<file path="config.mk">
export PLATFORM = sky130hd
export DESIGN_NAME = control_sequencer
export DESIGN_NICKNAME = d
export VERILOG_FILES = /design/src/rtl/control_sequencer.sv
export SDC_FILE = /design/constraint.sdc
export NUM_CORES = 1
export LEC_CHECK = 0
export BUFFER_PORTS_ARGS = -buffer_cell sky130_fd_sc_hd__buf_2
export CAP_MARGIN = 10
export CELL_PAD_IN_SITES_DETAIL_PLACEMENT = 0
export CELL_PAD_IN_SITES_GLOBAL_PLACEMENT = 1
export CORE_MARGIN = 4
export CORE_UTILIZATION = 36
export DETAILED_ROUTE_END_ITERATION = 10
export HOLD_SLACK_MARGIN = 0.12
export PLACE_DENSITY = 0.81
export SYNTH_ARGS = -nofsm -noshare
export SYNTH_HDL_FRONTEND = slang
export SYNTH_SLANG_ARGS = --single-unit
export TNS_END_PERCENT = 10
</file>
<file path="constraint.sdc">
create_clock -name clk -period 5.3 [get_ports clk]
set_input_delay 1.325 -clock clk [delete_from_list [all_inputs] [get_ports clk]]
set_output_delay 1.325 -clock clk [all_outputs]
set_load 0.005 [all_outputs]
</file>
<file path="src/rtl/control_sequencer.sv">
// control_sequencer: Moore control unit for the Mini SRC datapath.
// Steps fetch, decode and execute. Every bus-select, register-enable, memory
// strobe and ALU-op line is decoded from registered state.
//
// Memory handshake: Read/Write stay high from the cycle a memory state is
// entered until the edge where mem_ready=1 is sampled. The state advances on
// that same edge. The wait counter counts edges sampled with mem_ready=0. When
// the counter would reach MEM_TIMEOUT, fault is set and the FSM goes to HALT.
//
// Reset: the first cycle after reset sits in FETCH0 with every strobe low and
// only run high (armed_q=0). Fetch starts on the following cycle.
module control_sequencer #(
  parameter int unsigned MEM_TIMEOUT = 16
) (
  input  logic        clk,
  input  logic        clr,
  input  logic [31:0] IR,
  input  logic        mem_ready,
  input  logic        stop,
  input  logic        strt,
  output logic        Gra,
  output logic        Grb,
  output logic        Grc,
  output logic        Rin,
  output logic        Rout,
  output logic        BAout,
  output logic        PCout,
  output logic        PCin,
  output logic        IncPC,
  output logic        MARin,
  output logic        MDRin,
  output logic        MDRout,
  output logic        Read,
  output logic        Write,
  output logic        IRin,
  output logic        Yin,
  output logic        Zin,
  output logic        Zlowout,
  output logic        Zhighout,
  output logic        Cout,
  output logic        HIin,
  output logic        LOin,
  output logic [4:0]  alu_control,
  output logic        run,
  output logic        fault,
  output logic        illegal_op,
  output logic [4:0]  dbg_state
);

  typedef enum logic [4:0] {
    S_FETCH0 = 5'd0,
    S_FETCH1 = 5'd1,
    S_FETCH2 = 5'd2,
    S_DECODE = 5'd3,
    S_ALU3   = 5'd4,
    S_ALU4   = 5'd5,
    S_ALU5   = 5'd6,
    S_IMM3   = 5'd7,
    S_IMM4   = 5'd8,
    S_IMM5   = 5'd9,
    S_MEM3   = 5'd10,
    S_MEM4   = 5'd11,
    S_MEM5   = 5'd12,
    S_LD6    = 5'd13,
    S_LD7    = 5'd14,
    S_ST6    = 5'd15,
    S_ST7    = 5'd16,
    S_MD3    = 5'd17,
    S_MD4    = 5'd18,
    S_MD5    = 5'd19,
    S_MD6    = 5'd20,
    S_HALT   = 5'd21
  } state_e;

  localparam logic [4:0] OP_ALU_LAST = 5'b01000;
  localparam logic [4:0] OP_ADDI     = 5'b01001;
  localparam logic [4:0] OP_ANDI     = 5'b01010;
  localparam logic [4:0] OP_ORI      = 5'b01011;
  localparam logic [4:0] OP_LD       = 5'b01100;
  localparam logic [4:0] OP_ST       = 5'b01101;
  localparam logic [4:0] OP_MUL      = 5'b01110;
  localparam logic [4:0] OP_DIV      = 5'b01111;
  localparam logic [4:0] OP_NOP      = 5'b11010;
  localparam logic [4:0] OP_HALT     = 5'b11011;

  localparam logic [4:0] ALU_ADD = 5'b00000;
  localparam logic [4:0] ALU_AND = 5'b00010;
  localparam logic [4:0] ALU_OR  = 5'b00011;

  localparam logic [8:0] TIMEOUT_LIM = 9'(MEM_TIMEOUT);

  state_e     state_q, state_d;
  logic [7:0] wait_cnt_q, wait_cnt_d;
  logic       fault_q, fault_d;
  logic [4:0] op_q, op_d;
  logic       armed_q, armed_d;

  logic [4:0] opcode;
  logic       opcode_legal;
  logic       mem_wait;
  state_e     done_state;
  logic       ir_unused;

  assign opcode       = IR[31:27];
  // Only the opcode field steers the sequencer; the register fields feed the
  // select-encode block outside this module.
  assign ir_unused    = ^IR[26:0];
  assign opcode_legal = (opcode <= OP_DIV) || (opcode == OP_NOP) || (opcode == OP_HALT);
  // The last execute step ends here: stop is sampled only at this boundary.
  assign done_state   = stop ? S_HALT : S_FETCH0;
  assign dbg_state    = state_q;

  // State, wait counter, sticky fault, latched opcode and arm flag.
  always_ff @(posedge clk) begin
    if (!clr) begin
      state_q    <= S_FETCH0;
      wait_cnt_q <= 8'd0;
      fault_q    <= 1'b0;
      op_q       <= 5'd0;
      armed_q    <= 1'b0;
    end else begin
      state_q    <= state_d;
      wait_cnt_q <= wait_cnt_d;
      fault_q    <= fault_d;
      op_q       <= op_d;
      armed_q    <= armed_d;
    end
  end

  // Next-state logic, memory wait counting and timeout detection.
  always_comb begin
    state_d    = state_q;
    op_d       = op_q;
    fault_d    = fault_q;
    armed_d    = 1'b1;
    mem_wait   = 1'b0;
    wait_cnt_d = wait_cnt_q;

    case (state_q)
      S_FETCH0: if (armed_q) state_d = S_FETCH1;
      S_FETCH1: if (mem_ready) state_d = S_FETCH2; else mem_wait = 1'b1;
      S_FETCH2: state_d = S_DECODE;
      S_DECODE: begin
        // The opcode is latched so later states decode from registers only.
        op_d = opcode;
        if (opcode <= OP_ALU_LAST)                         state_d = S_ALU3;
        else if (opcode >= OP_ADDI && opcode <= OP_ORI)    state_d = S_IMM3;
        else if (opcode == OP_LD || opcode == OP_ST)       state_d = S_MEM3;
        else if (opcode == OP_MUL || opcode == OP_DIV)     state_d = S_MD3;
        else if (opcode == OP_HALT)                        state_d = S_HALT;
        else                                               state_d = done_state;
      end
      S_ALU3:   state_d = S_ALU4;
      S_ALU4:   state_d = S_ALU5;
      S_ALU5:   state_d = done_state;
      S_IMM3:   state_d = S_IMM4;
      S_IMM4:   state_d = S_IMM5;
      S_IMM5:   state_d = done_state;
      S_MEM3:   state_d = S_MEM4;
      S_MEM4:   state_d = S_MEM5;
      S_MEM5:   state_d = (op_q == OP_ST) ? S_ST6 : S_LD6;
      S_LD6:    if (mem_ready) state_d = S_LD7; else mem_wait = 1'b1;
      S_LD7:    state_d = done_state;
      S_ST6:    state_d = S_ST7;
      S_ST7:    if (mem_ready) state_d = done_state; else mem_wait = 1'b1;
      S_MD3:    state_d = S_MD4;
      S_MD4:    state_d = S_MD5;
      S_MD5:    state_d = S_MD6;
      S_MD6:    state_d = done_state;
      S_HALT:   if (strt) state_d = S_FETCH0;
      default:  state_d = S_FETCH0;
    endcase

    if (mem_wait && (({1'b0, wait_cnt_q} + 9'd1) >= TIMEOUT_LIM)) begin
      state_d = S_HALT;
      fault_d = 1'b1;
    end

    if (state_d != state_q) wait_cnt_d = 8'd0;
    else if (mem_wait)      wait_cnt_d = wait_cnt_q + 8'd1;
  end

  // Moore output decode; all strobes default low, alu_control defaults to add.
  always_comb begin
    Gra = 1'b0; Grb = 1'b0; Grc = 1'b0; Rin = 1'b0; Rout = 1'b0; BAout = 1'b0;
    PCout = 1'b0; PCin = 1'b0; IncPC = 1'b0;
    MARin = 1'b0; MDRin = 1'b0; MDRout = 1'b0;
    Read = 1'b0; Write = 1'b0;
    IRin = 1'b0; Yin = 1'b0; Zin = 1'b0;
    Zlowout = 1'b0; Zhighout = 1'b0; Cout = 1'b0;
    HIin = 1'b0; LOin = 1'b0;
    alu_control = ALU_ADD;
    run         = (state_q != S_HALT);
    fault       = fault_q;
    // Only output that also depends on IR: it flags the opcode currently
    // being decoded, in the single DECODE cycle.
    illegal_op  = (state_q == S_DECODE) && !opcode_legal;

    if (armed_q) begin
      case (state_q)
        S_FETCH0: begin PCout = 1'b1; MARin = 1'b1; IncPC = 1'b1; Zin = 1'b1; end
        S_FETCH1: begin Zlowout = 1'b1; PCin = 1'b1; Read = 1'b1; MDRin = 1'b1; end
        S_FETCH2: begin MDRout = 1'b1; IRin = 1'b1; end
        S_ALU3, S_IMM3: begin Grb = 1'b1; Rout = 1'b1; Yin = 1'b1; end
        S_ALU4: begin Grc = 1'b1; Rout = 1'b1; Zin = 1'b1; alu_control = op_q; end
        S_IMM4: begin
          Cout = 1'b1; Zin = 1'b1;
          case (op_q)
            OP_ANDI: alu_control = ALU_AND;
            OP_ORI:  alu_control = ALU_OR;
            default: alu_control = ALU_ADD;
          endcase
        end
        S_ALU5, S_IMM5: begin Zlowout = 1'b1; Gra = 1'b1; Rin = 1'b1; end
        S_MEM3: begin Grb = 1'b1; BAout = 1'b1; Yin = 1'b1; end
        S_MEM4: begin Cout = 1'b1; Zin = 1'b1; end
        S_MEM5: begin Zlowout = 1'b1; MARin = 1'b1; end
        S_LD6:  begin Read = 1'b1; MDRin = 1'b1; end
        S_LD7:  begin MDRout = 1'b1; Gra = 1'b1; Rin = 1'b1; end
        S_ST6:  begin Gra = 1'b1; Rout = 1'b1; MDRin = 1'b1; end
        S_ST7:  Write = 1'b1;
        S_MD3:  begin Gra = 1'b1; Rout = 1'b1; Yin = 1'b1; end
        // The multiply/divide operation code is driven while Z captures the result.
        S_MD4:  begin Grb = 1'b1; Rout = 1'b1; Zin = 1'b1; alu_control = op_q; end
        S_MD5:  begin Zlowout = 1'b1; LOin = 1'b1; end
        S_MD6:  begin Zhighout = 1'b1; HIin = 1'b1; end
        default: ;
      endcase
    end
  end

endmodule
</file>
==> results.txt, run 1 <==
----------------------------------------------------
[Outcome]
  Outcome ... finished, final reports clean

[Placed design]
  Total half-perimeter wirelength after legalization and detailed placement ... 4.24 mm
  Count of input and output buffers ... 44
  Routability congestion estimate from global placement ... 0.850
  Pre-CTS setup slack ... 1.91 ns

[Global routing]
  Vias in the first global route ... 1,933
  Aggregate global routing overflow ... 0
  Wire length of the first global-routing pass ... 9.60 mm
  Antenna violations before repair ... 0
  Largest net degree at the start of global routing ... 34
  Overall global routing resource usage ... 16.2%

[Clock network]
  Clock root buffer ... sky130_fd_sc_hd__clkbuf_8
  Clock net sink count ... 20
  Clock tree from TritonCTS ... done
  CTS buffer count ... 3
  H-Tree Depth ... 1
  Insertion delay to the later sink of the worst-skew pair ... 0.27 ns
  Number of post-CTS setup repair buffers ... 0
  Quantity of gates resized following cts ... 0
  Count of hold-fix buffers inserted at cts ... 0
  Reg clk slew, reported paths ... 0.08 ns
  Worst-case clock buffer depth ... 2

[Detailed routing]
  Total detailed-routing wirelength ... 5.69 mm
  Vias after detailed routing ... 2,071
  Number of detailed-route iterations in the first pass ... 4
  Routed Antenna Nets ... 0
  Number of remaining DRC errors ... 0
  DRC marker count from the first detailed-route iteration ... 152
  Post-detailed-route via-to-cell ratio ... 5.61
  Avg WL per Cell ... 15.4 um

[Finish]
  Leading cell type in the layout, fill and taps excluded ... sky130_fd_sc_hd__buf_2
  Layout cell share with drive strength beyond 1 ... 24.2%
  Number of inserted diodes ... 0
  Fin nets ... 337
  Layout-stage area growth over the synthesis result ... 13.2%
  Most frequent cells in the layout ... sky130_fd_sc_hd__buf_2 (44), sky130_fd_sc_hd__nand2_1 (31), sky130_fd_sc_hd__dfxtp_1 (20), sky130_fd_sc_hd__nor2_1 (19)

[Floorplanning]
  Overall die width ... 83.2 um
  Height of the die ... 83.2 um
  Site Rows ... 27
  I/O pins ... 72
  Die area ... 6920 sq um
  Effective utilization at floorplan ... 36.9%
  Core area ... 5510 sq um

[Timing]
  Crit share post-route ... 70.4%
  Tightest slew margin relative to the limit ... 36.0%
  Worst-case setup margin in the final layout ... 1.57 ns
  Setup repair after global routing missed its margin ... no
  Max Transition Viols Final ... 0
  Final setup violation count ... 0
  Setup Total Neg Slack ... 0 ns
  Setup clock skew after layout ... 0.00749 ns
  Tightest Pin Transition ... 0.959 ns
  Highest clock rate ... 268 MHz
  Final Hold Violating Endpoints ... 0
  Final critical delay including setup and external delays ... 3.73 ns

[Pwr]
  Ratio of total power to cell area ... 199 nW/um^2
  Leakage dissipation ... 0.891 nW
  Highest ir drop seen on vdd ... 94.2 uV
  Power consumption ... 458 uW

[Job]
  # Max-Cap Violations ... 0

[Setup path]
  Top cell family by delay on the critical path ... flip-flops
  Slowest stage delay, CP ... 0.96 ns
  Buffer and inverter count on the worst path ... 1
  Worst path required time ... 3.97 ns
  Signal arrival time at the worst endpoint ... 2.40 ns
  Worst Path Class, Setup ... reg2out
  Beginning of the critical path ... dbg_state[3]$_SDFF_PN0_
  Kind of launch point of the worst setup path ... flip-flop
  Cell at the slowest stage of the critical path ... sky130_fd_sc_hd__dfxtp_1
  Ordered list of cells on the worst path ... nand2b_1 -> o41ai_1 -> a22o_1 -> and3b_1 -> buf_2
  Type of element capturing the critical path ... output pin
  Startpoint of the worst register-to-register path ... dbg_state[3]$_SDFF_PN0_
  Largest driver fanout on the critical path ... 28

[Logic synthesis]
  Post-synthesis sequential area ratio ... 19.7%
  Post-synthesis sequential element count ... 20
  Average size of a mapped cell ... 7.54 sq um
  Count of different cell masters after synthesis ... 70
  Total nets after synthesis ... 309
  EDFF count, synth ... 0
  Cells after synthesis ... 270
  Share of flip-flops with an asynchronous set or reset after synthesis ... 0%
  Syn Std Cell Area ... 2030 sq um
  Main flop type after synthesis ... sky130_fd_sc_hd__dfxtp_1
  Synth warnings ... 0

[Worst hold path]
  Worst Hold Class ... reg2reg
  HP Start ... fault$_SDFFE_PN0P_

----------------------------------------------------
-- state kept, by name, summed over array words and instances, names as in the netlist --
name,flops
armed_q,1
dbg_state,5
fault,1
op_q,5
wait_cnt_q,8
-- metal layers --
layer | track usage (%) | routed length [um] | vias to the layer above
li1 | - | - | 1036
met1 | 22.1 | 2620 | 976
met2 | 26.6 | 2730 | 54
met3 | 2.78 | 298 | 5
met4 | 3.57 | 46 | 0
met5 | 0 | 0 | -
-- kinds of logic after synthesis --
logic type	after synthesis	synth area share, %
flops	20	19.7
fa+ha+maj	2	1.23
buf+inv	28	7.63
xor+xnor	9	4.24
simple gates	138	40.8
compound gates	68	23.6
mux	5	2.77
-- where the power goes --
group	internal, mW	leakage [nW]	switching, mW
Sequential	0.154	0.162	0.00560
Combinational	0.0531	0.693	0.0888
Clock	0.101	0.0357	0.0551
-- Yosys cell counts (3+ instances only) --
| library cell | count | share of area [%] |
|---|---|---|
| sky130_fd_sc_hd__buf_2 | 7 | 1.7 |
| sky130_fd_sc_hd__inv_1 | 3 | 0.55 |
| sky130_fd_sc_hd__nor3_1 | 17 | 4.2 |
| sky130_fd_sc_hd__xor2_1 | 4 | 1.7 |
| sky130_fd_sc_hd__buf_6 | 3 | 1.7 |
| sky130_fd_sc_hd__o21ai_0 | 9 | 2.2 |
| sky130_fd_sc_hd__a21oi_1 | 17 | 4.2 |
| sky130_fd_sc_hd__nor2b_1 | 12 | 3.7 |
| sky130_fd_sc_hd__a21boi_0 | 9 | 3.3 |
| sky130_fd_sc_hd__nor2_1 | 19 | 3.5 |
| sky130_fd_sc_hd__a22oi_1 | 3 | 1.1 |
| sky130_fd_sc_hd__nand2_1 | 31 | 5.7 |
| sky130_fd_sc_hd__and3_1 | 3 | 0.92 |
| sky130_fd_sc_hd__a31oi_1 | 4 | 1.2 |
| sky130_fd_sc_hd__nand4_1 | 4 | 1.2 |
| sky130_fd_sc_hd__xnor2_1 | 4 | 1.7 |
| sky130_fd_sc_hd__dfxtp_1 | 20 | 20 |
| sky130_fd_sc_hd__and2_1 | 8 | 2.5 |
| sky130_fd_sc_hd__a211oi_1 | 3 | 1.1 |
| sky130_fd_sc_hd__buf_4 | 5 | 1.8 |
| sky130_fd_sc_hd__mux2i_1 | 3 | 1.5 |
| sky130_fd_sc_hd__clkbuf_1 | 8 | 1.5 |
| sky130_fd_sc_hd__nand3_1 | 8 | 2.0 |
| sky130_fd_sc_hd__nand2b_1 | 8 | 2.5 |
-- through the flow --
stage	instances	hold slack, ns	utilization [%]	instance area, sq um
after global placement	365	0.452	40.5	2230
after floorplan	270	0.447	-	2030
after CTS	369	0.482	41.8	2300
after detailed placement	365	0.454	40.5	2230
after global routing	369	0.501	41.8	2300
final	369	0.474	41.8	2300
-- final timing paths --
kind / end / slack, ns / cells past startpoint
setup reg to reg: wait_cnt_q[3]$_SDFFE_PP0P_ / 2.45 / 7
setup / recovery: alu_control[0] / 1.57 / 5
hold / removal: fault$_SDFFE_PN0P_ / 0.47 / 1
hold reg to reg: fault$_SDFFE_PN0P_ / 0.47 / 1
-- final cells by class --
class                           count  area, sq um
Clock buffer                        3         41.3
Fill cell                         597         3200
Timing Repair Buffer               48          250
Clock inverter                      1         30.0
Inverter                            3         11.3
Sequential cell                    20          400
Tap cell                           72         90.1
Multi-Input combinational cell    222         1480
Note: power is estimated with default switching activity, not from simulation.
==> run 2, diff against run 1 <==
CORE_UTILIZATION = 35   (was 36)
PLACE_DENSITY = 0.79   (was 0.81)
clock period = 3.9 ns   (was 5.3 ns; I/O delays follow)
==> results.txt, run 2 (synthesis gave the netlist of run 1 again) <==
----------------------------------------------------
[Detailed routing]
  Number of remaining DRC errors ... 0
  Routed Antenna Nets ... 0
  Avg WL per Cell ... 15.2 um
  Number of detailed-route iterations in the first pass ... 4
  Total detailed-routing wirelength ... 5.63 mm
  Vias after detailed routing ... 2,056
  Post-detailed-route via-to-cell ratio ... 5.54
  DRC marker count from the first detailed-route iteration ... 156

[Global routing]
  Met2 GRT Util ... 24.5%
  Aggregate global routing overflow ... 0
  Antenna violations before repair ... 0
  Vias in the first global route ... 1,900
  Overall global routing resource usage ... 16.1%
  Wire length of the first global-routing pass ... 9.69 mm
  GRT met1 Usage ... 23.5%
  Largest net degree at the start of global routing ... 29
  Global routing usage on met3 ... 2.16%
  Routing layer with the top usage in global route ... met2

[Floorplanning]
  Overall die width ... 84.2 um
  Core area ... 5570 sq um
  Die area ... 7100 sq um
  I/O pins ... 72
  Site Rows ... 27
  Height of the die ... 84.2 um
  Effective utilization at floorplan ... 36.5%

[Pwr]
  Power consumption ... 621 uW
  Leakage dissipation ... 0.901 nW
  Ratio of total power to cell area ... 268 nW/um^2
  Highest ir drop seen on vdd ... 141 uV

[Clock network]
  H-Tree Depth ... 1
  Clock tree from TritonCTS ... done
  Insertion delay to the later sink of the worst-skew pair ... 0.26 ns
  Quantity of gates resized following cts ... 0
  Worst-case clock buffer depth ... 2
  Clock net sink count ... 20
  Number of post-CTS setup repair buffers ... 0
  Count of hold-fix buffers inserted at cts ... 0
  CTS buffer count ... 3
  Reg clk slew, reported paths ... 0.08 ns
  Clock root buffer ... sky130_fd_sc_hd__clkbuf_8

[Finish]
  Fin nets ... 339
  Leading cell type in the layout, fill and taps excluded ... sky130_fd_sc_hd__buf_2
  Reg with most FFs ... wait_cnt_q
  Most frequent cells in the layout ... sky130_fd_sc_hd__buf_2 (44), sky130_fd_sc_hd__nand2_1 (31), sky130_fd_sc_hd__dfxtp_1 (20), sky130_fd_sc_hd__nor2_1 (19)
  Layout fillers ... 586
  Number of inserted diodes ... 0
  Footprint of the flip-flops and latches ... 400 sq um
  Multi-input logic area ... 1480 sq um
  Layout-stage area growth over the synthesis result ... 13.9%
  Post-route non-filler standard cell count ... 371
  Largest register FFs ... 8
  Layout cell share with drive strength beyond 1 ... 24.7%
  Post-layout utilization of the core ... 41.6%
  Post-route cell area ... 2320 sq um

[Timing]
  Tightest slew margin relative to the limit ... 52.3%
  Setup repair after global routing missed its margin ... no
  Max Transition Viols Final ... 0
  Crit share post-route ... 84.1%
  Final setup violation count ... 0
  Final Hold Violating Endpoints ... 0
  Highest clock rate ... 305 MHz
  Setup clock skew after layout ... 0.00193 ns
  Setup Total Neg Slack ... 0 ns
  Final critical delay including setup and external delays ... 3.28 ns
  Tightest Pin Transition ... 0.711 ns

[Setup path]
  Worst Path Class, Setup ... reg2out
  Ordered list of cells on the worst path ... buf_4 -> or2b_1 -> nor2_1 -> a21oi_1 -> nor3b_1 -> a21oi_1 -> and3b_1 -> buf_2
  Cell at the slowest stage of the critical path ... sky130_fd_sc_hd__nor3b_1
  Kind of launch point of the worst setup path ... flip-flop
  Worst path required time ... 2.92 ns
  Most used cell along the critical path ... sky130_fd_sc_hd__a21oi_1
  Largest driver fanout on the critical path ... 16
  Signal arrival time at the worst endpoint ... 2.31 ns
  Slowest stage delay, CP ... 0.46 ns
  Type of element capturing the critical path ... output pin

[Worst hold path]
  Worst Hold Class ... reg2reg

[Placed design]
  Routability congestion estimate from global placement ... 0.829
  Count of input and output buffers ... 44
  Total half-perimeter wirelength after legalization and detailed placement ... 4.23 mm
  Placed cell count ... 367
  Post-place instance area ... 2250 sq um

[Job]
  # Max-Cap Violations ... 0

[Outcome]
  Outcome ... finished, final reports clean

----------------------------------------------------
run 2: cell count changes in the layout (fill, tap and decap cells not counted):
cell                    before  now
sky130_fd_sc_hd__buf_4       4    6
run 2: path summary, 6_finish.rpt:
path                                start                          to  slack, ns  cells after the start
hold / removal         fault$_SDFFE_PN0P_          fault$_SDFFE_PN0P_       0.47                      1
setup / recovery  dbg_state[1]$_SDFF_PN0_              alu_control[0]       0.62                      8
hold reg to reg        fault$_SDFFE_PN0P_          fault$_SDFFE_PN0P_       0.47                      1
setup reg to reg  dbg_state[4]$_SDFF_PN0_  wait_cnt_q[0]$_SDFFE_PP0P_       1.26                      8
run 2: worst max-delay path, delay by kind of cell, from the launching register on:
family                 cells  cell delay (ns)
buffers and inverters      2             0.32
and+or+nand+nor            4             1.22
AOI/OAI and AO/OA          2             0.12
DFF                        1             0.38
run 2: where the power goes:
part           switching, mW  leakage (nW)  internal (mW)
logic                  0.117         0.704         0.0735
registers             0.0102         0.162          0.210
clock network         0.0731        0.0357          0.137
total                  0.201         0.901          0.420
run 2: per-stage QoR:
step | hold WS (ns) | worst slack, ns
after global routing | 0.495 | 0.404
after detailed placement | 0.454 | 0.893
after global placement | 0.447 | 0.944
final | 0.471 | 0.619
after floorplan | 0.447 | 1.17
after CTS | 0.479 | 0.576
run 2: layout make-up:
type	instances	area share (%)
inverters	3	0.486
flip-flops and latches	20	17.3
clock inverters	1	1.30
repair buffers	50	11.4
clock buffers	3	1.78
multi-input cells	222	63.8
well taps	72	3.89
run 2: routing by layer:
metal | vias to the layer above | wire [um]
li1 | 1034 | -
met1 | 954 | 2680
met2 | 62 | 2550
met3 | 6 | 343
met4 | 0 | 65
met5 | - | 0
